`config.mk`:
```
export PLATFORM = sky130hd
export DESIGN_NAME = fcmp_pipe
export DESIGN_NICKNAME = d
export VERILOG_FILES = /design/src/rtl/fcmp_pipe.sv
export SDC_FILE = /design/constraint.sdc
export NUM_CORES = 1
export LEC_CHECK = 0
export CAP_MARGIN = 40
export CORE_AREA = 4 4 83 62
export CTS_BUF_LIST = sky130_fd_sc_hd__clkbuf_4 sky130_fd_sc_hd__clkbuf_8
export DETAILED_ROUTE_END_ITERATION = 10
export DIE_AREA = 0 0 87 66
export PLACE_DENSITY = 0.86
export SLEW_MARGIN = 10
export SYNTH_ARGS = -nofsm -noshare
export SYNTH_HDL_FRONTEND = slang
export SYNTH_SLANG_ARGS = --single-unit
```
`constraint.sdc`:
```
create_clock -name clk -period 4.2 [get_ports clk]
set_input_delay 0.84 -clock clk [delete_from_list [all_inputs] [get_ports clk]]
set_output_delay 0.84 -clock clk [all_outputs]
set_load 0.1 [all_outputs]
```
`src/rtl/fcmp_pipe.sv`:
```
// Two-stage pipelined floating-point compare (FEQ/FLT/FLE) with valid/ready on both sides.
// Stage 1 decodes operands into sign/magnitude relations; stage 2 forms the 1-bit result.
module fcmp_pipe #(
  parameter int EXP_W = 8,
  parameter int MAN_W = 23,
  parameter int TAG_W = 5
) (
  input  logic                       clk,
  input  logic                       rst,
  input  logic                       in_valid,
  output logic                       in_ready,
  input  logic [1:0]                 in_op,
  input  logic [EXP_W+MAN_W:0]       in_x,
  input  logic [EXP_W+MAN_W:0]       in_y,
  input  logic [TAG_W-1:0]           in_tag,
  output logic                       out_valid,
  input  logic                       out_ready,
  output logic                       out_z,
  output logic                       out_nan,
  output logic [TAG_W-1:0]           out_tag
);
  localparam int W   = 1 + EXP_W + MAN_W;
  localparam int M_W = EXP_W + MAN_W;

  localparam logic [1:0] OP_FEQ = 2'b00;
  localparam logic [1:0] OP_FLT = 2'b01;
  localparam logic [1:0] OP_FLE = 2'b10;

  // Operand decode
  logic [EXP_W-1:0] x_exp, y_exp;
  logic [MAN_W-1:0] x_man, y_man;
  logic             x_zero, y_zero, x_nan, y_nan;
  logic [M_W-1:0]   x_mag, y_mag;

  assign x_exp  = in_x[W-2 -: EXP_W];
  assign y_exp  = in_y[W-2 -: EXP_W];
  assign x_man  = in_x[MAN_W-1:0];
  assign y_man  = in_y[MAN_W-1:0];
  // Denormals flush to zero, so a zero exponent alone marks the operand as zero.
  assign x_zero = (x_exp == '0);
  assign y_zero = (y_exp == '0);
  assign x_nan  = (&x_exp) & (|x_man);
  assign y_nan  = (&y_exp) & (|y_man);
  assign x_mag  = x_zero ? '0 : in_x[M_W-1:0];
  assign y_mag  = y_zero ? '0 : in_y[M_W-1:0];

  // Handshake
  logic s1_valid_q, s1_valid_d;
  logic s2_valid_q, s2_valid_d;
  logic s1_adv, s2_adv;

  assign s2_adv     = ~s2_valid_q | out_ready;
  assign s1_adv     = ~s1_valid_q | s2_adv;
  assign in_ready   = s1_adv;
  assign s1_valid_d = s1_adv ? in_valid : s1_valid_q;
  assign s2_valid_d = s2_adv ? s1_valid_q : s2_valid_q;

  // Stage 1 registers
  logic [1:0]       s1_op_q;
  logic [TAG_W-1:0] s1_tag_q;
  logic             s1_xs_q, s1_ys_q, s1_lt_q, s1_eq_q, s1_nan_q;

  always_ff @(posedge clk or posedge rst) begin
    if (rst) begin
      s1_valid_q <= 1'b0;
      s1_op_q    <= '0;
      s1_tag_q   <= '0;
      s1_xs_q    <= 1'b0;
      s1_ys_q    <= 1'b0;
      s1_lt_q    <= 1'b0;
      s1_eq_q    <= 1'b0;
      s1_nan_q   <= 1'b0;
    end else begin
      s1_valid_q <= s1_valid_d;
      if (s1_adv && in_valid) begin
        s1_op_q  <= in_op;
        s1_tag_q <= in_tag;
        s1_xs_q  <= in_x[W-1] & ~x_zero;
        s1_ys_q  <= in_y[W-1] & ~y_zero;
        s1_lt_q  <= (x_mag < y_mag);
        s1_eq_q  <= (x_mag == y_mag);
        s1_nan_q <= x_nan | y_nan;
      end
    end
  end

  // Stage 2 result
  logic eq, lt, z_d;

  always_comb begin
    eq  = s1_eq_q & (s1_xs_q == s1_ys_q);
    lt  = (s1_xs_q & ~s1_ys_q)
        | (~s1_xs_q & ~s1_ys_q & s1_lt_q)
        | (s1_xs_q & s1_ys_q & ~s1_lt_q & ~s1_eq_q);
    z_d = 1'b0;
    case (s1_op_q)
      OP_FEQ:  z_d = eq;
      OP_FLT:  z_d = lt;
      OP_FLE:  z_d = lt | eq;
      default: z_d = 1'b0;
    endcase
    if (s1_nan_q) z_d = 1'b0;
  end

  logic             z_q, nan_q;
  logic [TAG_W-1:0] tag_q;

  // Data only loads alongside a real op, so a held result never changes under stall.
  always_ff @(posedge clk or posedge rst) begin
    if (rst) begin
      s2_valid_q <= 1'b0;
      z_q        <= 1'b0;
      nan_q      <= 1'b0;
      tag_q      <= '0;
    end else begin
      s2_valid_q <= s2_valid_d;
      if (s2_adv && s1_valid_q) begin
        z_q   <= z_d;
        nan_q <= s1_nan_q;
        tag_q <= s1_tag_q;
      end
    end
  end

  assign out_valid = s2_valid_q;
  assign out_z     = z_q;
  assign out_nan   = nan_q;
  assign out_tag   = tag_q;

endmodule

```
==> results by group, run 1 <==
Route
  – DR WL/cell: ~15 µm
  – Vias/cell: about 5.5
  – DRC viols: 0
  – DR vias: a little over 2000
  – DR iter-0 viols: slightly above 80
  – WL final: between 5000 and 6000 µm
  – Drt pass-1 iters: 4
  – Remaining antenna violation count: 0

Setup path
  – RR Startpoint: s1_xs_q$_DFFE_PP0P_
  – Required @ worst endpoint: between 4 and 5 ns
  – Worst setup SP type: input port
  – CP arrival: approximately 3.6 ns
  – CP most frequent cell: nand2_1
  – Critical path's slowest cell: clkdlybuf4s50_1
  – Critical path peak fanout: 24
  – Critical path class: input port to flip-flop
  – Cell breakdown of the critical path: clkdlybuf4s50_1 -> nor4_1 -> nand2_1 -> and2_1 -> ha_1 -> a21o_1 -> a221o_1 -> a22oi_1 -> nand2_1 -> o31ai_2
  – Slowest stage delay, CP: between 0.4 and 0.5 ns
  – Largest delay share family, worst path: simple AND/OR/NAND/NOR gates
  – Critical Path End Type: flip-flop
  – Crit path buffers/inverters: 1
  – Worst setup startpoint: in_x[23]

STA
  – Worst-margin pin slew: 0.7934 ns
  – Final Max Slew Viols: 0
  – Setup TNS: 0 ns
  – Final hold vios: 0
  – Max transition margin: 0.4705
  – Minimum clock period: 3.411 ns
  – FMAX: just under 300 MHz
  – Tcrit/Tclk final: 0.8120
  – Final Setup Violations: 0
  – Unrepaired setup endpoints after global routing: false
  – Worst Skew: 0.006226 ns

Synth
  – Net count after synthesis: 350
  – Synth Area per Inst: 8.395 µm²
  – Post-Synthesis Cells: approximately 240
  – Sequential-to-total area share from yosys stat: 0.2597
  – Mapped cell area: 0.002023 mm²
  – #FFs+latches synth: 21
  – Yosys cell types: 32
  – Ys Warns: 0

Floorplan
  – Die area: 0.005742 mm²
  – Core area: around 0.0043 mm²
  – Row count: 20
  – Die Height: 66 µm
  – Die width: roughly 87 µm
  – Starting density of the core: 0.4728
  – I/O pins: between 80 and 90

Placed design
  – PortBufs: 83
  – Final Wtd Congestion: just under 0.9
  – DP Wirelength: 4834 µm
  – DP Cell Count: 375
  – Placed cell area: about 0.003 mm²

Finish
  – Commonest non-fill, non-tap cell in the layout: clkdlybuf4s50_1
  – Final instance area: 0.003038 mm²
  – # diodes: 0
  – Most frequent cells in the layout: 82 x clkdlybuf4s50_1, 42 x nand2_1, 34 x ha_1
  – Final core occ: 0.7099
  – Layout area overhead: 50.15%
  – Nets@finish: approximately 430
  – Final Instance Count excl. Fillers: about 380
  – Share of post-route cells with drive strength above 1: 0.08951

Global route
  – First-pass GRT wire length: 8963 µm
  – Initial antenna violation count: 0
  – Vias in the first global route: around 2000
  – GRT overflow: 0
  – Largest net degree at the start of global routing: 25
  – Tot GR Track Use: 0.1953

Power
  – Power density over cell area: 271.9 mW/mm²
  – Worst IR drop on VDD: around 0.37 mV
  – P_leak: 1.359 nW

Clocking
  – Worst-path clk slew: roughly 0.08 ns
  – Number of CTS-inserted buffers: 3
  – Sink Count: 21
  – Post-CTS setup buffers: 0
  – H-Tree Depth: 1
  – Clk_lat worst skew: about 0.26 ns
  – Clock tree from TritonCTS: yes
  – Post-cts resize count: 0
  – Clock buffer depth: 2
  – Hold buffer count at cts: 0
  – CTS Root Cell: clkbuf_8

Run status
  – Status: finished, final reports clean

Min path
  – Hold crit path type: flip-flop to flip-flop
  – Hold Path Origin: s1_valid_q$_DFFE_PP0N_

Run
  – # Max-Cap Violations: 0
[sequential cells by signal, summed over array words and instances (netlist names)]
register	cells
out_valid	1
s1_eq_q	1
s1_nan_q	1
s1_tag_q	5
s1_lt_q	1
out_z	1
s1_xs_q	1
out_tag	5
s1_valid_q	1
s1_ys_q	1
s1_op_q	2
out_nan	1
[cells by family after synthesis]
group                    synth area share
AND/OR/NAND/NOR                    0.3024
AO/OA/AOI/OAI                      0.1070
flip-flops                         0.2597
multiplexers                      0.07236
buffers and inverters             0.04824
adder cells (fa/ha/maj)            0.2103
[cell usage after synthesis, drive strengths merged]
master | instances | area [µm²]
a211oi | 2 | 15.01
a21o | 3 | 22.52
a21oi | 12 | 60.06
a221o | 2 | 20.02
a221oi | 1 | 8.760
a22oi | 1 | 7.510
and2 | 24 | 150.1
and4 | 1 | 8.760
buf | 1 | 11.26
clkbuf | 12 | 45.04
dfrtp | 21 | 525.5
ha | 34 | 425.4
inv | 11 | 41.29
mux2 | 13 | 146.4
nand2 | 43 | 168.9
nand2b | 3 | 18.77
nand3 | 3 | 15.01
nand3b | 3 | 22.52
nand4 | 11 | 75.07
nor2 | 7 | 26.28
nor2b | 1 | 6.260
nor3 | 4 | 20.02
nor4 | 15 | 100.1
o21a | 1 | 7.510
o21ai | 8 | 40.03
o31ai | 4 | 35.03
[cell type report]
cell class                      count  area, µm²
Tap cell                           55      68.82
Sequential cell                    21      525.5
Inverter                           11      41.29
Fill cell                         328       1241
Multi-Input combinational cell    196       1400
Clock inverter                      1      5.005
Clock buffer                        3      41.29
Timing Repair Buffer               92      955.9
[path summary, 6_finish.rpt]
kind                                               to  slack [ns]  cells after the start
max in group asynchronous         s1_eq_q$_DFFE_PP0P_        2.68                      2
min in group asynchronous         out_nan$_DFFE_PP0P_        1.03                      2
worst max-delay path              s1_lt_q$_DFFE_PP0P_        0.79                     10
worst max register to register      out_z$_DFFE_PP0P_        2.70                      6
worst min register to register  out_valid$_DFFE_PP0P_        0.49                      1
worst min-delay path            out_valid$_DFFE_PP0P_        0.49                      1
[power breakdown]
part           internal [mW]  total, mW  switching (mW)
combinational          0.199      0.438           0.239
clock                 0.0660      0.132          0.0664
sequential             0.233      0.256          0.0226
[layer usage]
metal  vias up  routed length (µm)  GRT usage
li1       1028                   -          -
met3        12                 480    0.03861
met5         -                   0          0
met1       946                2440     0.2479
met2        83                2668     0.3381
met4         0                 140    0.05058
[through the flow]
step / setup WS, ns / hold WS, ns / total power, mW
CTS: 0.7929 / 0.4960 / 0.8287
global placement: 0.6100 / 0.4625 / 0.6257
floorplan: 1.191 / 0.4478 / 0.4948
global route: 0.5678 / 0.5256 / 0.8655
detailed placement: 0.5207 / 0.4767 / 0.6942
finish: 0.7895 / 0.4926 / 0.8261
(Power assumes the default switching activity.)
==> run 2, diff against run 1 <==
CORE_AREA = 4 4 91 67   (was 4 4 83 62)
DIE_AREA = 0 0 95 71   (was 0 0 87 66)
PLACE_DENSITY = 0.77   (was 0.86)
clock period = 2.9 ns   (was 4.2 ns; I/O delays follow)
==> run 2 against run 1 <==
Total power rose by 39%. Die area increased by 17%. Clock skew shrank 0.0030 ns. Flip-flop and latch count unchanged. Clock power increased by 48%. Combinational power increased by 34%. Non-clock buffer count up 13. Clock-buffer cell count grew 1. Global-route usage down 2.5 points. Critical endpoint unchanged. Largest cell class unchanged.
==> results by group, run 2 (synthesis gave the netlist of run 1 again) <==
Run status
  – Status: finished, final reports clean

STA
  – Setup TNS: 0 ns
  – FMAX: between 300 and 400 MHz
  – Final Max Slew Viols: 0
  – Worst-margin pin slew: around 0.77 ns
  – Worst Skew: between 0.003 and 0.004 ns
  – Max transition margin: 0.4875
  – Fin worst setup slack: approximately 0.13 ns
  – Final Setup Violations: 0
  – Final hold vios: 0
  – Tcrit/Tclk final: 0.9561
  – Minimum clock period: about 2.8 ns

Global route
  – Initial antenna violation count: 0
  – Tot GR Track Use: 0.1703
  – GRT overflow: 0
  – Vias in the first global route: 2170
  – First-pass GRT wire length: between 9000 and 10000 µm
  – Largest net degree at the start of global routing: 22

Clocking
  – Clock tree from TritonCTS: yes
  – Sink Count: 21
  – Number of CTS-inserted buffers: 3
  – Clock buffer depth: 2
  – Worst-path clk slew: 0.07 ns
  – CTS Root Cell: clkbuf_8
  – H-Tree Depth: 1
  – Clk_lat worst skew: 0.26 ns

Setup path
  – Critical path class: input port to flip-flop
  – Critical path peak fanout: 8
  – FF-to-FF path depth: 6
  – Critical Path End Type: flip-flop
  – Required @ worst endpoint: approximately 3.1 ns
  – Worst setup SP type: input port
  – CP arrival: 2.94 ns

Placed design
  – DP Wirelength: approximately 5000 µm
  – PortBufs: a little over 80
  – Final Wtd Congestion: roughly 0.84
  – Dpl ws: -0.2463 ns

Min path
  – Hold crit path type: flip-flop to flip-flop
  – Worst Hold Path Cells: 1

Route
  – Vias/cell: just over 5
  – DR vias: around 2100
  – WL final: around 6000 µm
  – Remaining antenna violation count: 0
  – DRC viols: 0
  – DR WL/cell: ~15 µm
  – DR iter-0 viols: 60
  – Drt pass-1 iters: 4

Floorplan
  – Die area: between 0.006 and 0.007 mm²
  – Row count: 22
  – Starting density of the core: 0.3910
  – Die Height: about 71 µm
  – Core area: 0.005175 mm²
  – I/O pins: 84
  – Die width: between 90 and 100 µm

Finish
  – Share of post-route cells with drive strength above 1: 0.2136
  – Layout area overhead: 61.29%
  – # diodes: 0
  – Most frequent cells in the layout: 69 x clkdlybuf4s50_1, 41 x nand2_1, 29 x ha_1
  – Commonest non-fill, non-tap cell in the layout: clkdlybuf4s50_1
  – Nets@finish: 447

Power
  – Power density over cell area: about 350 mW/mm²
  – Worst IR drop on VDD: around 0.18 mV
  – P_leak: ~1.5 nW
  – Final Power: between 1 and 1.5 mW

Run
  – # Max-Cap Violations: 0
[run 2: cell count changes in the layout (fill, tap and decap cells not counted), moves of 3 or more]
| cell | before | now |
|---|---|---|
| dlymetal6s2s_1 | 0 | 5 |
| buf_8 | 8 | 0 |
| and2_1 | 24 | 21 |
| and2_4 | 0 | 3 |
| a21oi_1 | 12 | 9 |
| ha_1 | 34 | 29 |
| a21oi_2 | 0 | 3 |
| clkdlybuf4s50_1 | 82 | 69 |
| buf_6 | 0 | 4 |
| ha_4 | 0 | 5 |
| buf_4 | 2 | 26 |
| nor4_1 | 14 | 11 |
[run 2: area by class of cell]
| class | count | area [µm²] |
|---|---|---|
| multi-input combinational | 196 | 1543 |
| tap | 72 | 90.09 |
| inverter | 11 | 41.29 |
| timing repair buffer | 105 | 1013 |
| fill | 459 | 1912 |
| clock buffer | 4 | 48.80 |
| sequential | 21 | 526.8 |
[run 2: final timing paths]
| path | start | endpoint | slack, ns |
|---|---|---|---|
| max | in_x[30] | s1_lt_q$_DFFE_PP0P_ | 0.13 |
| max in group asynchronous | rst | out_valid$_DFFE_PP0P_ | 1.62 |
| min reg2reg | s1_nan_q$_DFFE_PP0P_ | out_z$_DFFE_PP0P_ | 0.49 |
| min in group asynchronous | rst | out_valid$_DFFE_PP0P_ | 0.76 |
| min | s1_nan_q$_DFFE_PP0P_ | out_z$_DFFE_PP0P_ | 0.49 |
| max reg2reg | s1_xs_q$_DFFE_PP0P_ | out_z$_DFFE_PP0P_ | 1.42 |
[run 2: worst max-delay path, stage by stage]
cell	delay [ns]
clkdlybuf4s50_1	0.45
nor4_2	0.26
nand2_2	0.21
buf_6	0.18
and2_1	0.18
ha_4	0.26
and4_1	0.21
a221oi_2	0.30
a21oi_2	0.09
o31ai_2	0.22
[run 2: layer usage]
| metal | share of wire | vias up | routed length [µm] | global-route usage |
|---|---|---|---|---|
| met1 | 0.45 | 969 | 2682 | 0.2264 |
| li1 | - | 1058 | - | - |
| met3 | 0.078 | 6 | 465 | 0.04038 |
| met4 | 0.0091 | 0 | 54 | 0.03520 |
| met5 | 0 | - | 0 | 0 |
| met2 | 0.46 | 74 | 2761 | 0.2820 |
[run 2: where the power goes]
part / switching (mW) / leakage, nW / total, mW / internal, mW
sequential: 0.0280 / 0.252 / 0.366 / 0.338
combinational: 0.342 / 1.21 / 0.588 / 0.246
clock: 0.0875 / 0.0262 / 0.195 / 0.107
total: 0.457 / 1.48 / 1.15 / 0.691
[run 2: metrics by stage]
step                      std cells  cell area, µm²    util  hold slack (ns)
after floorplan                 241            2024       -           0.4478
after global placement          403            3029  0.5853           0.4723
after detailed placement        403            3029  0.5853           0.4885
after CTS                       407            3078  0.5948           0.4989
after global routing            409            3263  0.6306           0.5115
final                           409            3263  0.6306           0.4940
[run 2: timing repair]
| item | CTS | global route |
|---|---|---|
| buffers inserted | 0 | 1 |
| gates resized for setup | 0 | 33 |
| hold buffers | 0 | 0 |
| hold endpoints to repair | 0 | 0 |
| setup endpoints to repair | 0 | 2 |
